File: src/rtl/rm_slot_allocator.sv
// Allocates monitored loads/stores to overlapping slot windows across runtime-monitor lanes.
// Optional `RM_SLOT_ALLOC_PERF_EN adds perf counters. grant_itype_o encoding: 2'd1 = LW_RM, 2'd2 = SW_RM.
module rm_slot_allocator #(
  parameter int unsigned NUM_LANES      = 4,
  parameter int unsigned SLOTS_PER_LANE = 2,
  parameter int unsigned VLEN           = 64,
  parameter bit          MON_LOAD       = 1'b1,
  parameter bit          MON_STORE      = 1'b1,
  localparam int unsigned LW = $clog2(NUM_LANES),
  localparam int unsigned SW = $clog2(SLOTS_PER_LANE)
) (
  input  logic                 clk_i,
  input  logic                 rst_i,
  input  logic                 req_valid_i,
  output logic                 req_ready_o,
  input  logic [6:0]           req_opcode_i,
  input  logic [VLEN-1:0]      req_pc_i,
  input  logic                 flush_i,
  input  logic [NUM_LANES-1:0] lane_release_i,
  output logic                 grant_valid_o,
  output logic [LW-1:0]        grant_lane0_o,
  output logic [SW-1:0]        grant_slot0_o,
  output logic                 grant_two_lane_o,
  output logic [LW-1:0]        grant_lane1_o,
  output logic                 grant_last_o,
  output logic [1:0]           grant_itype_o,
  output logic [VLEN-1:0]      grant_pc_o,
  output logic [NUM_LANES-1:0] lane_busy_o,
  output logic [15:0]          overflow_cnt_o
`ifdef RM_SLOT_ALLOC_PERF_EN
  ,
  output logic [31:0]          perf_alloc_cnt_o,
  output logic [31:0]          perf_two_lane_cnt_o
`endif
);

  localparam int unsigned CW = $clog2(SLOTS_PER_LANE + 1);

  localparam logic [1:0]    ST_FREE     = 2'd0;
  localparam logic [1:0]    ST_FILLING  = 2'd1;
  localparam logic [1:0]    ST_SEALED   = 2'd2;
  localparam logic [6:0]    OPC_LOAD    = 7'b0000011;
  localparam logic [6:0]    OPC_STORE   = 7'b0100011;
  localparam logic [1:0]    ITYPE_LW_RM = 2'd1;
  localparam logic [1:0]    ITYPE_SW_RM = 2'd2;
  localparam logic [CW-1:0] CNT_LAST    = CW'(SLOTS_PER_LANE - 1);
  localparam logic [CW-1:0] CNT_FULL    = CW'(SLOTS_PER_LANE);

  logic [1:0]           state_q [NUM_LANES];
  logic [1:0]           state_d [NUM_LANES];
  logic [CW-1:0]        cnt_q   [NUM_LANES];
  logic [CW-1:0]        cnt_d   [NUM_LANES];
  logic                 open_vld_q, open_vld_d;
  logic [LW-1:0]        open_lane_q, open_lane_d;
  logic [NUM_LANES-1:0] pend_q, pend_d;

  logic                 is_load, is_store, mon_req, accept;
  logic                 free_any, seal, need_new;
  logic [LW-1:0]        free_lane;
  logic [CW-1:0]        open_cnt;
  logic [NUM_LANES-1:0] busy, busy_d, tgt, rel;

  logic                 gnt_valid_d, gnt_two_d, gnt_last_d;
  logic [LW-1:0]        gnt_lane0_d, gnt_lane1_d;
  logic [SW-1:0]        gnt_slot0_d;
  logic [1:0]           gnt_itype_d;
  logic [VLEN-1:0]      gnt_pc_d;
  logic [15:0]          ovf_d;

  // Next-state: releases first, then allocation on registered state
  always_comb begin
    is_load  = (req_opcode_i == OPC_LOAD);
    is_store = (req_opcode_i == OPC_STORE);
    mon_req  = req_valid_i & ((MON_LOAD & is_load) | (MON_STORE & is_store));

    busy      = '0;
    free_any  = 1'b0;
    free_lane = '0;
    for (int i = NUM_LANES - 1; i >= 0; i--) begin
      busy[i] = (state_q[i] != ST_FREE);
      if (!busy[i]) begin
        free_any  = 1'b1;
        free_lane = LW'(i);
      end
    end

    open_cnt    = cnt_q[open_lane_q];
    seal        = open_vld_q & (open_cnt == CNT_LAST);
    need_new    = ~open_vld_q | seal;
    req_ready_o = ~need_new | free_any;
    accept      = mon_req & req_ready_o & ~flush_i;

    tgt = '0;
    if (accept) begin
      if (open_vld_q) tgt[open_lane_q] = 1'b1;
      if (need_new)   tgt[free_lane]   = 1'b1;
    end
    // Releases hitting a lane being allocated this cycle wait one cycle
    rel    = (lane_release_i | pend_q) & busy;
    pend_d = rel & tgt;

    for (int i = 0; i < NUM_LANES; i++) begin
      state_d[i] = state_q[i];
      cnt_d[i]   = cnt_q[i];
    end
    open_vld_d  = open_vld_q;
    open_lane_d = open_lane_q;
    gnt_valid_d = 1'b0;
    gnt_lane0_d = grant_lane0_o;
    gnt_slot0_d = grant_slot0_o;
    gnt_two_d   = grant_two_lane_o;
    gnt_lane1_d = grant_lane1_o;
    gnt_last_d  = grant_last_o;
    gnt_itype_d = grant_itype_o;
    gnt_pc_d    = grant_pc_o;
    ovf_d       = overflow_cnt_o;

    for (int i = 0; i < NUM_LANES; i++) begin
      if (rel[i] && !tgt[i]) begin
        state_d[i] = ST_FREE;
        cnt_d[i]   = '0;
        if (open_vld_q && (open_lane_q == LW'(i))) open_vld_d = 1'b0;
      end
    end

    if (accept) begin
      gnt_valid_d = 1'b1;
      gnt_pc_d    = req_pc_i;
      gnt_itype_d = is_store ? ITYPE_SW_RM : ITYPE_LW_RM;
      gnt_two_d   = seal;
      gnt_last_d  = seal;
      gnt_lane1_d = seal ? free_lane : '0;
      if (!open_vld_q) begin
        gnt_lane0_d        = free_lane;
        gnt_slot0_d        = '0;
        state_d[free_lane] = ST_FILLING;
        cnt_d[free_lane]   = CW'(1);
        open_vld_d         = 1'b1;
        open_lane_d        = free_lane;
      end else begin
        gnt_lane0_d = open_lane_q;
        gnt_slot0_d = SW'(open_cnt);
        if (seal) begin
          state_d[open_lane_q] = ST_SEALED;
          cnt_d[open_lane_q]   = CNT_FULL;
          state_d[free_lane]   = ST_FILLING;
          cnt_d[free_lane]     = CW'(1);
          open_lane_d          = free_lane;
        end else begin
          cnt_d[open_lane_q] = open_cnt + CW'(1);
        end
      end
    end

    if (mon_req && !flush_i && !req_ready_o && (overflow_cnt_o != 16'hFFFF))
      ovf_d = overflow_cnt_o + 16'd1;

    busy_d = '0;
    for (int i = 0; i < NUM_LANES; i++) busy_d[i] = (state_d[i] != ST_FREE);
  end

  // State and registered outputs
  always_ff @(posedge clk_i) begin
    if (rst_i) begin
      for (int i = 0; i < NUM_LANES; i++) begin
        state_q[i] <= ST_FREE;
        cnt_q[i]   <= '0;
      end
      open_vld_q       <= 1'b0;
      open_lane_q      <= '0;
      pend_q           <= '0;
      grant_valid_o    <= 1'b0;
      grant_lane0_o    <= '0;
      grant_slot0_o    <= '0;
      grant_two_lane_o <= 1'b0;
      grant_lane1_o    <= '0;
      grant_last_o     <= 1'b0;
      grant_itype_o    <= '0;
      grant_pc_o       <= '0;
      lane_busy_o      <= '0;
      overflow_cnt_o   <= '0;
    end else begin
      for (int i = 0; i < NUM_LANES; i++) begin
        state_q[i] <= state_d[i];
        cnt_q[i]   <= cnt_d[i];
      end
      open_vld_q       <= open_vld_d;
      open_lane_q      <= open_lane_d;
      pend_q           <= pend_d;
      grant_valid_o    <= gnt_valid_d;
      grant_lane0_o    <= gnt_lane0_d;
      grant_slot0_o    <= gnt_slot0_d;
      grant_two_lane_o <= gnt_two_d;
      grant_lane1_o    <= gnt_lane1_d;
      grant_last_o     <= gnt_last_d;
      grant_itype_o    <= gnt_itype_d;
      grant_pc_o       <= gnt_pc_d;
      lane_busy_o      <= busy_d;
      overflow_cnt_o   <= ovf_d;
    end
  end

`ifdef RM_SLOT_ALLOC_PERF_EN
  // Wrapping allocation and two-lane grant counters
  always_ff @(posedge clk_i) begin
    if (rst_i) begin
      perf_alloc_cnt_o    <= '0;
      perf_two_lane_cnt_o <= '0;
    end else begin
      if (accept)        perf_alloc_cnt_o    <= perf_alloc_cnt_o + 32'd1;
      if (accept && seal) perf_two_lane_cnt_o <= perf_two_lane_cnt_o + 32'd1;
    end
  end
`endif

endmodule

File: config.mk
export PLATFORM = sky130hd
export DESIGN_NAME = rm_slot_allocator
export DESIGN_NICKNAME = d
export VERILOG_FILES = /design/src/rtl/rm_slot_allocator.sv
export SDC_FILE = /design/constraint.sdc
export NUM_CORES = 1
export LEC_CHECK = 0
export BUFFER_PORTS_ARGS = -buffer_cell sky130_fd_sc_hd__buf_2
export CAP_MARGIN = 20
export CORE_UTILIZATION = 53
export DETAILED_ROUTE_END_ITERATION = 6
export GPL_TIMING_DRIVEN = 0
export PLACE_DENSITY = 0.85
export SLEW_MARGIN = 20
export SYNTH_ARGS = -nofsm -noshare
export SYNTH_HDL_FRONTEND = slang
export SYNTH_SLANG_ARGS = --single-unit
File: constraint.sdc
create_clock -name clk_i -period 6.15 [get_ports clk_i]
set_input_delay 0.3075 -clock clk_i [delete_from_list [all_inputs] [get_ports clk_i]]
set_output_delay 0.3075 -clock clk_i [all_outputs]
set_load 0.1 [all_outputs]
# Word-level counts from Yosys, hierarchy flattened
# Memory sizes are Yosys's and may differ from the RTL's. A register that Yosys moved wholly into a read port is not among the register bits.
# Cells that the tools add are included.
op_classes:
  add_sub_neg: 2
  order_cmp: 8
  n_eq_ne: 8
  bitwise_logic: 38
  n_reduce_logical: 31
  mux: 65
op_table:
  columns: ["op", "n"]
  rows:
  - ["$mux 2", 29]
  - ["$mux 8", 6]
  - ["$and 4x4->4", 8]
  - ["$or 4x4->4", 8]
  - ["$mux 1", 21]
  - ["$add 16x1->16 const B", 1]
  - ["$mux 4", 4]
  - ["$ne 16x16->1 const B", 1]
  - ["$reduce_bool 2->1", 8]
  - ["$logic_and 1x1->1", 15]
  - ["$or 1x1->1", 11]
  - ["$bwmux 8", 1]
  - ["$demux 2 s2", 2]
  - ["$not 4->4", 2]
  - ["$eq 7x2->1 const B", 1]
  - ["$eq 7x6->1 const B", 1]
  - ["$ge 3x3->1 const B", 2]
  - ["$logic_not 1->1", 6]
  - ["$lt 2x3->1 const B", 2]
  - ["$lt 3x1->1 const B", 2]
  - ["$not 2->3", 2]
  - ["$and 1x1->1", 4]
  - ["$demux 1 s2", 2]
  - ["$eq 2x1->1 const B", 2]
  - ["7 further kinds", 11]
word_totals:
  ff_bits: 100
  wordCells: 166
  output_inout_bits: 95
  memories: 2
  mem_bits_rw: 16
  input_bits: 79
memory_table:
  columns: ["memory", "words", "word_bits", "read_ports", "rd_clocked_by_memory_dff", "wr", "line_no", "text"]
  rows:
  - ["cnt_q", 4, 2, 5, 1, 4, "51", "logic [CW-1:0] cnt_q [NUM_LANES];"]
  - ["state_q", 4, 2, 4, 0, 4, "49", "logic [1:0] state_q [NUM_LANES];"]

# Logic depth before layout (Yosys ltp)
logic_depth:
  word_depth: 23
  ltp_mapped: 12
  ltp_nobuf: 9

# Worst setup path after synthesis
# OpenSTA, ideal clock, no wires.
synth_timing:
  path_kind: "register to register"
  startpoint: "reg with a tool-made name"
  endpoint: "reg grant_last_o"
  setup_time_ns: 0.132
  path_buffers: 3
  required_time_ns: 6.018
  setup_slack_ns: 3.687
  stages_incl_launch_ff: 12
  arrival_ns: 2.331
  period_less_slack_ns: 2.463
  path_cell_list: "dfxtp_1 -> mux4_2 -> ha_1 -> nor2b_2 -> nor3_4 -> inv_2 -> buf_6 -> nand2_2 -> buf_6 -> buf_4 -> nand2_1 -> a21oi_1"
synth_rtl:
  columns: ["element", "line_no", "text"]
  rows:
  - ["end signal: assignment", "195", "grant_last_o <= gnt_last_d;"]
  - ["end: declaration", "25", "output logic grant_last_o,"]

==> flow_metrics.py <==
metrics = {
    "placed_design": {
        "portBuffers": 172,
        "dp_hpwl_um": 10440,
        "gp_congestion": 0.9496,
        "dp_slack_ns": 3.235,
    },
    "critical_path": {
        "criticalPathCategory": "register to output pin",
        "arrival_ns": 2.94,
        "cp_max_fo": 10,
        "cp.required_ns": 5.84,
        "worstSetupStartpointType": "register",
        "crit_path_end_kind": "output pin",
    },
    "route": {
        "firstDrtPassIters": 5,
        "wl_um": 14590,
        "drc": 0,
        "avgViaCountPerCell": 5.717,
        "drt_iter0_drc": 422,
        "wire_per_inst_um": 16.39,
        "ant_nets": 0,
        "num_vias": 5088,
    },
    "cells_and_area": {
        "multi_input_area_um2": 2220,
        "drive_gt1_frac": 0.3031,
        "fill_cells": 645,
        "syn2layout_area_growth_pct": 33.20,
        "nNetsFinal": 850,
        "regArea_um2": 2362,
        "diodes": 0,
    },
    "clocking": {
        "tritoncts": "yes",
        "clkSlewWorstSetupHoldPaths_ns": 0.06,
        "cts_setup_buffers": 0,
        "cts_max_level": 4,
        "root_buffer": "clkbuf_8",
        "cts_made_buffers": 17,
        "cts_resized": 0,
        "cts_buffer_depth": 2,
        "clkSinkCount": 118,
        "postCtsHoldBufs": 0,
        "insertion_delay_ns": 0.52,
    },
    "grt": {
        "grt_max_degree": 17,
        "grtUsageTotal": 0.3124,
        "grt_overflow": 0,
        "grt_pass1_vias": 4851,
        "grt_pass1_wl_um": 23330,
        "antenna_found_initial": 0,
    },
    "timing": {
        "slew-limit-headroom": 0.3307,
        "tns_ns": 0,
        "tightest_slew_ns": 0.9948,
        "period_needed_ns": 3.246,
        "timing_hold_violations_final": 0,
        "fin_crit_sh": 0.5278,
        "skew_ns": 0.007271,
        "rsz0062_at_grt": "no",
        "worst_slack_ns": 2.904,
        "max_freq_mhz": 308.1,
        "final-setup-viol-count": 0,
        "drv_slew": 0,
    },
    "pwr": {
        "p_sw_frac": 0.2231,
        "peakVddDrop_mv": 0.2066,
        "leakage_nw": 2.660,
        "power_frac_seq": 0.423,
        "power_density_nw_per_um2": 283.7,
        "power.switching_mw": 0.4045,
        "p_int_mw": 1.408,
        "combPwrFrac": 0.032,
        "power_frac_clock": 0.546,
    },
    "die": {
        "die_x_um": 97.14,
        "io_pins": 174,
        "dieArea_um2": 9435,
        "start_util": 0.5501,
        "rows": 34,
        "fp.coreArea_um2": 8721,
        "fp.dieH_um": 97.14,
    },
    "yosys": {
        "synthCells": 578,
        "synth_seq_cells": 118,
        "synth_fp_nets": 659,
        "synth.largest_area_cell": "dfxtp_1",
        "synth_area_um2": 4797,
        "ys_seq_area_frac": 0.4924,
        "synth.top_cell.area_share": 0.4924,
        "syn_area_per_cell_um2": 8.299,
        "synth_edf_count": 0,
        "async_flop_share": 0,
        "synth_flop_cell": "dfxtp_1",
        "yosysWarningCount": 0,
        "ys_types": 54,
        "synthTopCellsByArea": "dfxtp_1 (49%), nand2_1 (12%), a21oi_1 (9.0%), nor2_1 (2.7%), nand3_1 (1.8%)",
    },
    "worst_hold_path": {
        "worst_hold_path_type": "primary input to register",
    },
    "run": {
        "drv_cap": 0,
    },
    "run_status": {
        "status": "finished, final reports clean",
    },
}
[flip-flops by register name, indices dropped and copies added (netlist names), named ones only]
signal	cells
grant_pc_o	64
overflow_cnt_o	16
cnt_q	8
state_q	8
lane_busy_o	4
pend_q	4
grant_itype_o	2
grant_lane0_o	2
grant_lane1_o	2
open_lane_q	2
grant_last_o	1
grant_slot0_o	1
grant_valid_o	1
open_vld_q	1
[per-stage QoR]
step                      utilization  std cells  total power, mW  hold WS [ns]  cell area (um2)
after detailed placement       0.6643        858           0.8391        0.4430             5793
final                          0.7327        890            1.813       0.01813             6390
after floorplan                     -        578           0.8060        0.4417             4797
after global placement         0.6643        858           0.8382        0.4389             5793
after CTS                      0.7327        890            1.815       0.01238             6390
after global routing           0.7327        890            1.857       0.02177             6390
[layer usage]
metal / track usage / part of all wire
met5: 0 / 0
met4: 0.1447 / 0.030
met3: 0.06547 / 0.077
met2: 0.5347 / 0.49
met1: 0.3756 / 0.40
[critical path: stages, from the launching register on]
cell	delay, ns
dfxtp_1	0.38
mux4_2	0.58
ha_1	0.32
nor2b_2	0.30
nor3_4	0.14
inv_2	0.09
buf_6	0.16
buf_2	0.44
[power groups by stage]
stage	clock network, mW	registers, mW	logic [mW]
floorplan	0	0.791	0.0154
global placement	0	0.783	0.0553
detailed placement	0	0.783	0.0562
CTS	0.991	0.766	0.0571
global route	1.03	0.766	0.0616
finish	0.989	0.766	0.0573
[cell families (layout without fill, tap and decap cells)]
| logic type | Yosys count | in the layout | synth area share |
|---|---|---|---|
| XOR/XNOR | 10 | 10 | 0.01826 |
| flip-flops | 118 | 118 | 0.4924 |
| adder cells (fa/ha/maj) | 2 | 2 | 0.005216 |
| multiplexers | 6 | 6 | 0.02034 |
| AO/OA/AOI/OAI | 127 | 127 | 0.1552 |
| buffers and inverters | 43 | 247 | 0.04486 |
| AND/OR/NAND/NOR | 272 | 272 | 0.2637 |
[worst paths after layout]
path                            depth (start not counted)          start        endpoint  slack (ns)
worst min-delay path                                    3   req_pc_i[37]  grant_pc_o[37]        0.02
worst min register to register                          2  grant_pc_o[7]   grant_pc_o[7]        0.45
worst max register to register                          9       register  grant_pc_o[17]        3.16
worst max-delay path                                    7       register     req_ready_o        2.90
[area by class of cell]
| type | instances | area share |
|---|---|---|
| multi-input cells | 417 | 0.3474 |
| flip-flops and latches | 118 | 0.3697 |
| clock buffers | 18 | 0.06540 |
| well taps | 108 | 0.02115 |
| plain buffers | 36 | 0.02957 |
| repair buffers | 172 | 0.1347 |
| inverters | 7 | 0.004112 |
| clock inverters | 14 | 0.02800 |
[cell usage after synthesis, drive strengths merged (2+ instances only)]
cell,instances
nand2,157
dfxtp,118
a21oi,86
nor2,35
clkbuf,22
nand3,17
nor3,15
buf,14
nor4,12
nand4,10
xnor2,9
o21ai,8
o22ai,7
a211oi,6
inv,6
or3,5
nand3b,4
o22a,4
a31oi,3
and3,3
mux2i,3
mux4,3
o211a,3
and2,2
ha,2
nor4b,2
o221ai,2
o2bb2ai,2
or2,2
or4,2
[layout by cell type, fill, tap and decap left out, types with 6 or more instances in the layout]
| master | synthesis | routed |
|---|---|---|
| buf_2 | 4 | 176 |
| nand2_1 | 156 | 156 |
| dfxtp_1 | 118 | 118 |
| a21oi_1 | 86 | 86 |
| nor2_1 | 35 | 35 |
| clkbuf_1 | 22 | 23 |
| nand3_1 | 17 | 17 |
| clkbuf_16 | 0 | 16 |
| nor3_1 | 13 | 13 |
| nand4_1 | 10 | 10 |
| xnor2_1 | 9 | 9 |
| nor4_1 | 8 | 8 |
| buf_4 | 7 | 7 |
| o21ai_0 | 7 | 7 |
| o22ai_1 | 6 | 6 |
| clkinv_4 | 0 | 6 |
Note: power is estimated with default switching activity, not from simulation.
